<file path="src/rtl/k12a_sequencer.sv">
// K12A fetch/execute sequencer: multi-byte fetch with wait states, execute, rjmp, halt, stall fault.
// Define K12A_SEQ_IRQ_EN to add the irq/irq_ack ports and the one-cycle IRQ state.
module k12a_sequencer #(
  parameter int unsigned INST_BYTES   = 2,
  parameter int unsigned IDX_W        = 2,
  parameter int unsigned WAIT_TIMEOUT = 15,
  parameter int unsigned TO_W         = 4
) (
  input  logic             clock,
  input  logic             reset_n,
  input  logic             skip,
  input  logic             exec_done,
  input  logic             exec_rjmp,
  input  logic             exec_halt,
  input  logic             mem_ready,
  input  logic             wake,
`ifdef K12A_SEQ_IRQ_EN
  input  logic             irq,
  output logic             irq_ack,
`endif
  output logic [2:0]       state,
  output logic [IDX_W-1:0] fetch_index,
  output logic             mem_req,
  output logic             inst_byte_store,
  output logic             pc_inc,
  output logic             pc_skip,
  output logic             pc_rel,
  output logic             fault
);

`ifdef K12A_SEQ_IRQ_EN
  typedef enum logic [2:0] {
    StFetch = 3'd0, StExec = 3'd1, StRjmp = 3'd2, StHalt = 3'd3, StFault = 3'd4, StIrq = 3'd5
  } state_e;
`else
  typedef enum logic [2:0] {
    StFetch = 3'd0, StExec = 3'd1, StRjmp = 3'd2, StHalt = 3'd3, StFault = 3'd4
  } state_e;
`endif

  localparam logic [IDX_W-1:0] LastIdx   = IDX_W'(INST_BYTES - 1);
  localparam logic [TO_W-1:0]  WaitLast  = TO_W'(WAIT_TIMEOUT > 0 ? WAIT_TIMEOUT - 1 : 0);
  localparam bit               TimeoutEn = (WAIT_TIMEOUT != 0);

  state_e           state_q;
  logic [IDX_W-1:0] idx_q;
  logic [TO_W-1:0]  wait_cnt_q;
  logic             fault_q;
  logic             skip_now;
  logic             fetching;

  // Skip only applies at the start of an instruction; it suppresses the memory access.
  assign skip_now = (state_q == StFetch) && (idx_q == '0) && skip;
  assign fetching = reset_n && (state_q == StFetch) && !skip_now;

  assign state           = state_q;
  assign fetch_index     = idx_q;
  assign fault           = fault_q;
  assign mem_req         = fetching;
  assign inst_byte_store = fetching && mem_ready;
  assign pc_inc          = fetching && mem_ready;
  assign pc_skip         = reset_n && skip_now;
  assign pc_rel          = reset_n && (state_q == StRjmp);
`ifdef K12A_SEQ_IRQ_EN
  assign irq_ack         = reset_n && (state_q == StIrq);
`endif

  always_ff @(posedge clock) begin
    if (!reset_n) begin
      state_q    <= StFetch;
      idx_q      <= '0;
      wait_cnt_q <= '0;
      fault_q    <= 1'b0;
    end else begin
      unique case (state_q)
        StFetch: begin
          if (skip_now) begin
            wait_cnt_q <= '0;
          end else if (mem_ready) begin
            wait_cnt_q <= '0;
            if (idx_q == LastIdx) begin
              idx_q   <= '0;
              state_q <= StExec;
            end else begin
              idx_q <= idx_q + 1'b1;
            end
          end else if (TimeoutEn && (wait_cnt_q == WaitLast)) begin
            // This stall cycle is the WAIT_TIMEOUT-th in a row.
            wait_cnt_q <= '0;
            state_q    <= StFault;
            fault_q    <= 1'b1;
          end else begin
            wait_cnt_q <= wait_cnt_q + 1'b1;
          end
        end
        StExec: begin
          if (exec_done) begin
            if (exec_halt) begin
              state_q <= StHalt;
`ifdef K12A_SEQ_IRQ_EN
            end else if (irq) begin
              state_q <= StIrq;
`endif
            end else if (exec_rjmp) begin
              state_q <= StRjmp;
            end else begin
              state_q <= StFetch;
            end
          end
        end
        StRjmp: state_q <= StFetch;
        StHalt: begin
`ifdef K12A_SEQ_IRQ_EN
          if (irq) begin
            state_q <= StIrq;
          end else if (wake) begin
            state_q <= StFetch;
          end
`else
          if (wake) begin
            state_q <= StFetch;
          end
`endif
        end
`ifdef K12A_SEQ_IRQ_EN
        StIrq: state_q <= StFetch;
`endif
        StFault: state_q <= StFault;
        default: state_q <= StFetch;
      endcase
    end
  end

endmodule
</file>
<file path="config.mk">
export PLATFORM = sky130hd
export DESIGN_NAME = k12a_sequencer
export DESIGN_NICKNAME = d
export VERILOG_FILES = /design/src/rtl/k12a_sequencer.sv
export SDC_FILE = /design/constraint.sdc
export NUM_CORES = 1
export LEC_CHECK = 0
export CORE_MARGIN = 1.5
export CORE_UTILIZATION = 42
export CTS_CLUSTER_SIZE = 16
export DETAILED_ROUTE_END_ITERATION = 8
export GPL_ROUTABILITY_DRIVEN = 0
export GPL_TIMING_DRIVEN = 0
export PLACE_DENSITY = 0.85
export SLEW_MARGIN = 20
export SYNTH_ARGS = -nofsm -noshare
export SYNTH_HDL_FRONTEND = slang
export SYNTH_SLANG_ARGS = --single-unit
</file>
<file path="constraint.sdc">
create_clock -name clock -period 1.9 [get_ports clock]
set_input_delay 0.285 -clock clock [delete_from_list [all_inputs] [get_ports clock]]
set_output_delay 0.285 -clock clock [all_outputs]
set_load 0.05 [all_outputs]
</file>
=== After elaboration in Yosys (flattened, before gate mapping) ===
Cells that the tools add are included.

* Bits in registers: 10
* Logic and storage cells: 45

* Add/sub/neg operators: 2
* Equal/unequal tests: 11
* Mux-type cells: 13
* Bitwise gates (word level): 2
* Reductions and logical operators: 13

{| class="wikitable"
|+ Operators with widths
! kind !! number
|-
| two-way mux 3 bit || 6
|-
| two-way mux 4 bit || 3
|-
| case mux 3 bit (4 select lines) || 1
|-
| logical AND 1 bit || 7
|-
| == test 3 x 2 -> 1 bit, second input constant || 2
|-
| two-way mux 2 bit || 3
|-
| != test 2 bit, second input constant || 3
|-
| != test 3 x 2 -> 1 bit, second input constant || 2
|-
| AND reduction 5 bit || 1
|-
| adder 4 x 1 -> 4 bit, second input constant || 1
|-
| == test 4 bit, second input constant || 1
|-
| AND reduction 4 bit || 1
|-
| == test 3 x 1 -> 1 bit, second input constant || 1
|-
| == test 3 bit, second input constant || 1
|-
| zero test 3 bit || 1
|-
| AND reduction 3 bit || 1
|-
| adder 2 x 1 -> 2 bit, second input constant || 1
|-
| == test 2 x 1 -> 1 bit, second input constant || 1
|-
| zero test 2 bit || 1
|-
| inverter 1 bit || 2
|-
| zero test 1 bit || 1
|}

=== Depth between registers and ports, before layout ===
* Depth in word-level cells: 6
* Mapped depth: 6
* Gate-level depth less buffers: 6

=== Worst setup path before layout ===
No wires, ideal clock.

* Kind: register to output
* Start point: register state_q[1] (netlist: state[1])
* End point: output pc_rel
* Arrival: 2399 ps
* Required time: 1615 ps
* Slack: -784 ps
* Cell stages (with the launch flop): 2
* Cell sequence: dfxtp_1 nor4b_1

* Cells in the longest elaborated chain, start to end: 2

{| class="wikitable"
|+ Ends and longest elaborated chain
! element !! line !! RTL
|-
| from (decl) || 45 || <nowiki>state_e state_q;</nowiki>
|-
| from (signal assigned) || 70 || <nowiki>state_q <= StFetch;</nowiki>
|-
| from (signal assigned) || 83 || <nowiki>state_q <= StExec;</nowiki>
|-
| from (signal assigned) || 90 || <nowiki>state_q <= StFault;</nowiki>
|-
| == test 3 x 2 -> 1 bit || 63 || <nowiki>assign pc_rel = reset_n && (state_q == StRjmp);</nowiki>
|-
| logical AND 1 bit || 63 ||
|-
| to (decl) || 27 || <nowiki>output logic pc_rel,</nowiki>
|}

Every way passes these cells.

=== Worst setup path after layout ===
* Start point: register state_q[1] (netlist: state[1])
* End point: output pc_inc

* Cells in the longest elaborated chain, start to end: 6

{| class="wikitable"
|+ Ends and longest elaborated chain
! element !! line !! RTL
|-
| zero test 3 bit (*) || 53, 54 ||
|-
| logical AND 1 bit (2 in series) || 53 || <nowiki>assign skip_now = (state_q == StFetch) && (idx_q == '0) && skip;</nowiki>
|-
| zero test 1 bit || 54 || <nowiki>assign fetching = reset_n && (state_q == StFetch) && !skip_now;</nowiki>
|-
| logical AND 1 bit (*) || 54 ||
|-
| logical AND 1 bit (*) || 61 || <nowiki>assign pc_inc = fetching && mem_ready;</nowiki>
|-
| to (decl) || 25 || <nowiki>output logic pc_inc,</nowiki>
|}

Every way passes the cells marked *; elsewhere a longest branch is shown, timed or not.

==> key figures <==
Routing
  • Antenna Violating Nets Remaining: 0
  • Remaining routing DRC violations: 0
  • Total length of routed wires: 1420 µm
  • Via count: 585
  • Routed len/inst: ~14 µm
  • Detailed router's first-iteration violation count: 20
  • First-pass iteration count of the detailed router: 4
  • Ratio of routed vias to standard cells: 5.79

Clock network
  • Clock-pin slew on the worst setup and hold paths: approximately 60 ps
  • Maximum number of buffers from clock root to sink: 2
  • TritonCTS clock tree: done
  • CTS sink count: 10
  • Skew-Pair Late Insertion Delay: 260 ps
  • Number of CTS-inserted buffers: 3
  • Htree depth: 1
  • Clock tree root driver cell: sky130_fd_sc_hd__clkbuf_4
  • Total of hold buffers inserted after clock tree synthesis: 0

Synthesis
  • Count of cell types in the netlist: 28
  • Sequential cell area fraction in the yosys report: 0.367
  • Post-synthesis average cell area: 8.94 µm²
  • Top flip-flop cell by instance count after synthesis: sky130_fd_sc_hd__dfxtp_1
  • Cell type with the highest aggregate area in the netlist: sky130_fd_sc_hd__dfxtp_1
  • Most instantiated library cell after synthesis: sky130_fd_sc_hd__dfxtp_1
  • Share of flip-flops with an asynchronous set or reset after synthesis: 0
  • Area of the mapped netlist: approximately 550 µm²
  • Number of instances in the synthesized netlist: just over 60
  • Number of flops mapped to enable cells by yosys: 0
  • Fraction of synthesized cell area taken by the top area cell type: 0.367
  • Cell types occupying the most area after synthesis: sky130_fd_sc_hd__dfxtp_1 (37%), sky130_fd_sc_hd__and3_1 (5.7%), sky130_fd_sc_hd__a21oi_1 (5.5%)
  • Yosys synthesis warning count: 0
  • Net Count, Synth: 71
  • Flops & latches, synth: 10
  • Top cells by count, synth: sky130_fd_sc_hd__dfxtp_1 (10), sky130_fd_sc_hd__a21oi_1 (6), sky130_fd_sc_hd__nor2_1 (6)

STA
  • Tightest slew margin relative to the limit: 0.650
  • Tightest Pin Transition: 523 ps
  • Fin crit period: 1860 ps
  • Final cycle utilization of the critical path: 0.979
  • Hold Fails Final Rpt: 0
  • Final Setup Violations: 0
  • Slew Viols, Final: 0
  • Total negative slack: 0 ps
  • Setup repair after global routing missed its margin: false
  • Skew final: 3.74 ps
  • Highest attainable clock frequency: 538 MHz
  • Slack of the critical path: 39.8 ps

Layout
  • Fillers: 85
  • Area used by multi-input combinational logic: 362 µm²
  • Antenna diode count: 0
  • Fraction of layout instances using a drive strength above 1: 0.368
  • Post-synthesis to final-layout area growth: 57.1%
  • Sequential cell area: between 200 and 250 µm²
  • Net count, final: between 90 and 100

Status
  • Outcome: finished, final reports clean

Worst setup path
  • CP Class: flip-flop to output port
  • Critical path, cell by cell: or3_4 -> nor2_4 -> and3_4 -> buf_6 -> buf_8
  • Crit path buf inv count: 2
  • Worst-path maximum fanout: 4
  • Cell family with the largest share of critical-path delay: simple AND/OR/NAND/NOR gates
  • Worst endpoint required time: 1620 ps
  • Crit path max-delay cell type: sky130_fd_sc_hd__or3_4
  • Flop2flop setup slack: approximately 200 ps
  • Biggest cell delay along the critical path: 430 ps
  • Category of the worst setup path capture point: output port
  • Category of the worst setup path launch point: flip-flop
  • Arrival time worst endpoint: 1580 ps

Die
  • Area inside the core boundary: about 1200 µm²
  • Chip Width: 39.0 µm
  • Initial Utilization: 0.472
  • Die Area: 1520 µm²
  • Number of top-level pins: 19
  • Std cell rows: 12
  • DIE HEIGHT: between 30 and 40 µm

Place
  • Worst slack after detailed placement: -770 ps
  • Detailed placement HPWL: 876 µm
  • # port buffers: 17

Run
  • Max-cap violation count: 0

Pwr
  • Leakage power: 0.341 nW
  • Maximum vdd drop: 0.359 mV
  • Power density of the placed cells: 575 nW/µm²

Global route
  • Global-route total usage across every layer: 0.228
  • Largest net degree at the start of global routing: 11
  • Leftover overflow at the end of global routing: 0
  • Number of antenna violations at the first check in global routing: 0
  • Via count of the first global-routing pass: 486
  • Global-route wire length before repair: 2280 µm

Worst hold path
  • Path class of the lowest-slack min-delay path: input pin to flip-flop
-- cells by family (layout without fill, tap and decap cells) --
kind of cell               after synthesis  count (layout)  synth area share
and+or+nand+nor                         31              31             0.365
buffers and inverters                    5              31            0.0573
muxes                                    1               1            0.0206
adders and majority gates                2               2            0.0459
DFF                                     10              10             0.367
AOI/OAI and AO/OA                       12              12             0.144
-- worst min-delay path: cells and delay by family --
family	cells	cell delay, ps
buf+inv	1	160
compound gates	1	60
simple gates	1	110
-- layout by cell type, fill, tap and decap left out --
cell type                          n
sky130_fd_sc_hd__a21oi_1           6
sky130_fd_sc_hd__a21oi_2           1
sky130_fd_sc_hd__a22oi_1           2
sky130_fd_sc_hd__a311oi_2          1
sky130_fd_sc_hd__and3_1            4
sky130_fd_sc_hd__and3_4            1
sky130_fd_sc_hd__buf_2             1
sky130_fd_sc_hd__buf_4             9
sky130_fd_sc_hd__buf_6             1
sky130_fd_sc_hd__buf_8             1
sky130_fd_sc_hd__clkbuf_2          1
sky130_fd_sc_hd__clkbuf_4          3
sky130_fd_sc_hd__clkdlybuf4s18_2   1
sky130_fd_sc_hd__clkdlybuf4s50_1  12
sky130_fd_sc_hd__dfxtp_1           7
sky130_fd_sc_hd__dfxtp_4           3
sky130_fd_sc_hd__ha_1              2
sky130_fd_sc_hd__inv_1             1
sky130_fd_sc_hd__inv_4             1
sky130_fd_sc_hd__mux2_2            1
sky130_fd_sc_hd__nand2_1           3
sky130_fd_sc_hd__nand2b_1          1
sky130_fd_sc_hd__nand3_1           2
sky130_fd_sc_hd__nand3b_1          2
sky130_fd_sc_hd__nand4b_1          1
sky130_fd_sc_hd__nor2_1            5
sky130_fd_sc_hd__nor2_4            1
sky130_fd_sc_hd__nor3_1            1
sky130_fd_sc_hd__nor3_4            3
sky130_fd_sc_hd__nor3b_4           1
sky130_fd_sc_hd__nor4_1            1
sky130_fd_sc_hd__nor4b_1           2
sky130_fd_sc_hd__nor4b_2           1
sky130_fd_sc_hd__o21ai_0           2
sky130_fd_sc_hd__or2_1             1
sky130_fd_sc_hd__or3_4             1
-- flip-flops by register name, indices dropped and copies added, names as in the netlist --
signal	cells
wait_cnt_q	4
fault	1
state	3
fetch_index	2
-- metal layers --
| metal | wire length, µm | global-route usage | vias to the layer above | part of all wire |
|---|---|---|---|---|
| met3 | 82 | 0.0520 | 7 | 0.058 |
| met1 | 602 | 0.285 | 271 | 0.42 |
| met5 | 0 | 0 | - | 0 |
| met2 | 699 | 0.379 | 27 | 0.49 |
| met4 | 36 | 0.0776 | 0 | 0.025 |
| li1 | - | - | 280 | - |
-- metrics by stage --
stage,total power [W],utilization,hold WS (ps),std cells,instance area [µm²]
floorplan,0.000304,-,438,61,576
global placement,0.000341,0.660,456,92,763
detailed placement,0.000343,0.660,459,92,763
CTS,0.000492,0.733,397,101,847
global route,0.000513,0.741,436,101,857
finish,0.000493,0.741,405,101,857
-- repair_timing --
| action | CTS | global route |
|---|---|---|
| endpoints found under the setup margin | 5 | 4 |
| gates cloned | 0 | 0 |
| buffers inserted | 6 | 1 |
| pin swaps | 2 | 0 |
| resized for setup | 35 | 5 |
-- path summary, 6_finish.rpt --
kind / start / to / cells after the start
worst min register to register: fault / fault / 2
worst max register to register: wait_cnt_q[0] / wait_cnt_q[2] / 6
worst max-delay path: state[1] / pc_inc / 5
worst min-delay path: mem_ready / fetch_index[0] / 3
-- where the power goes --
part,internal [W],switching (W),leakage [nW]
Clock,0.0000732,0.0000715,0.0138
Sequential,0.000211,0.00000722,0.0833
Combinational,0.0000558,0.0000740,0.244
Total,0.000340,0.000153,0.341
-- final cells by class --
| cell class | count | share of cell area |
|---|---|---|
| multi-input combinational | 46 | 0.422 |
| timing repair buffer | 24 | 0.254 |
| sequential | 10 | 0.247 |
| clock buffer | 3 | 0.0263 |
| tap | 14 | 0.0204 |
| buffer | 2 | 0.0190 |
| inverter | 2 | 0.0117 |
Note: power is estimated with default switching activity, not from simulation.
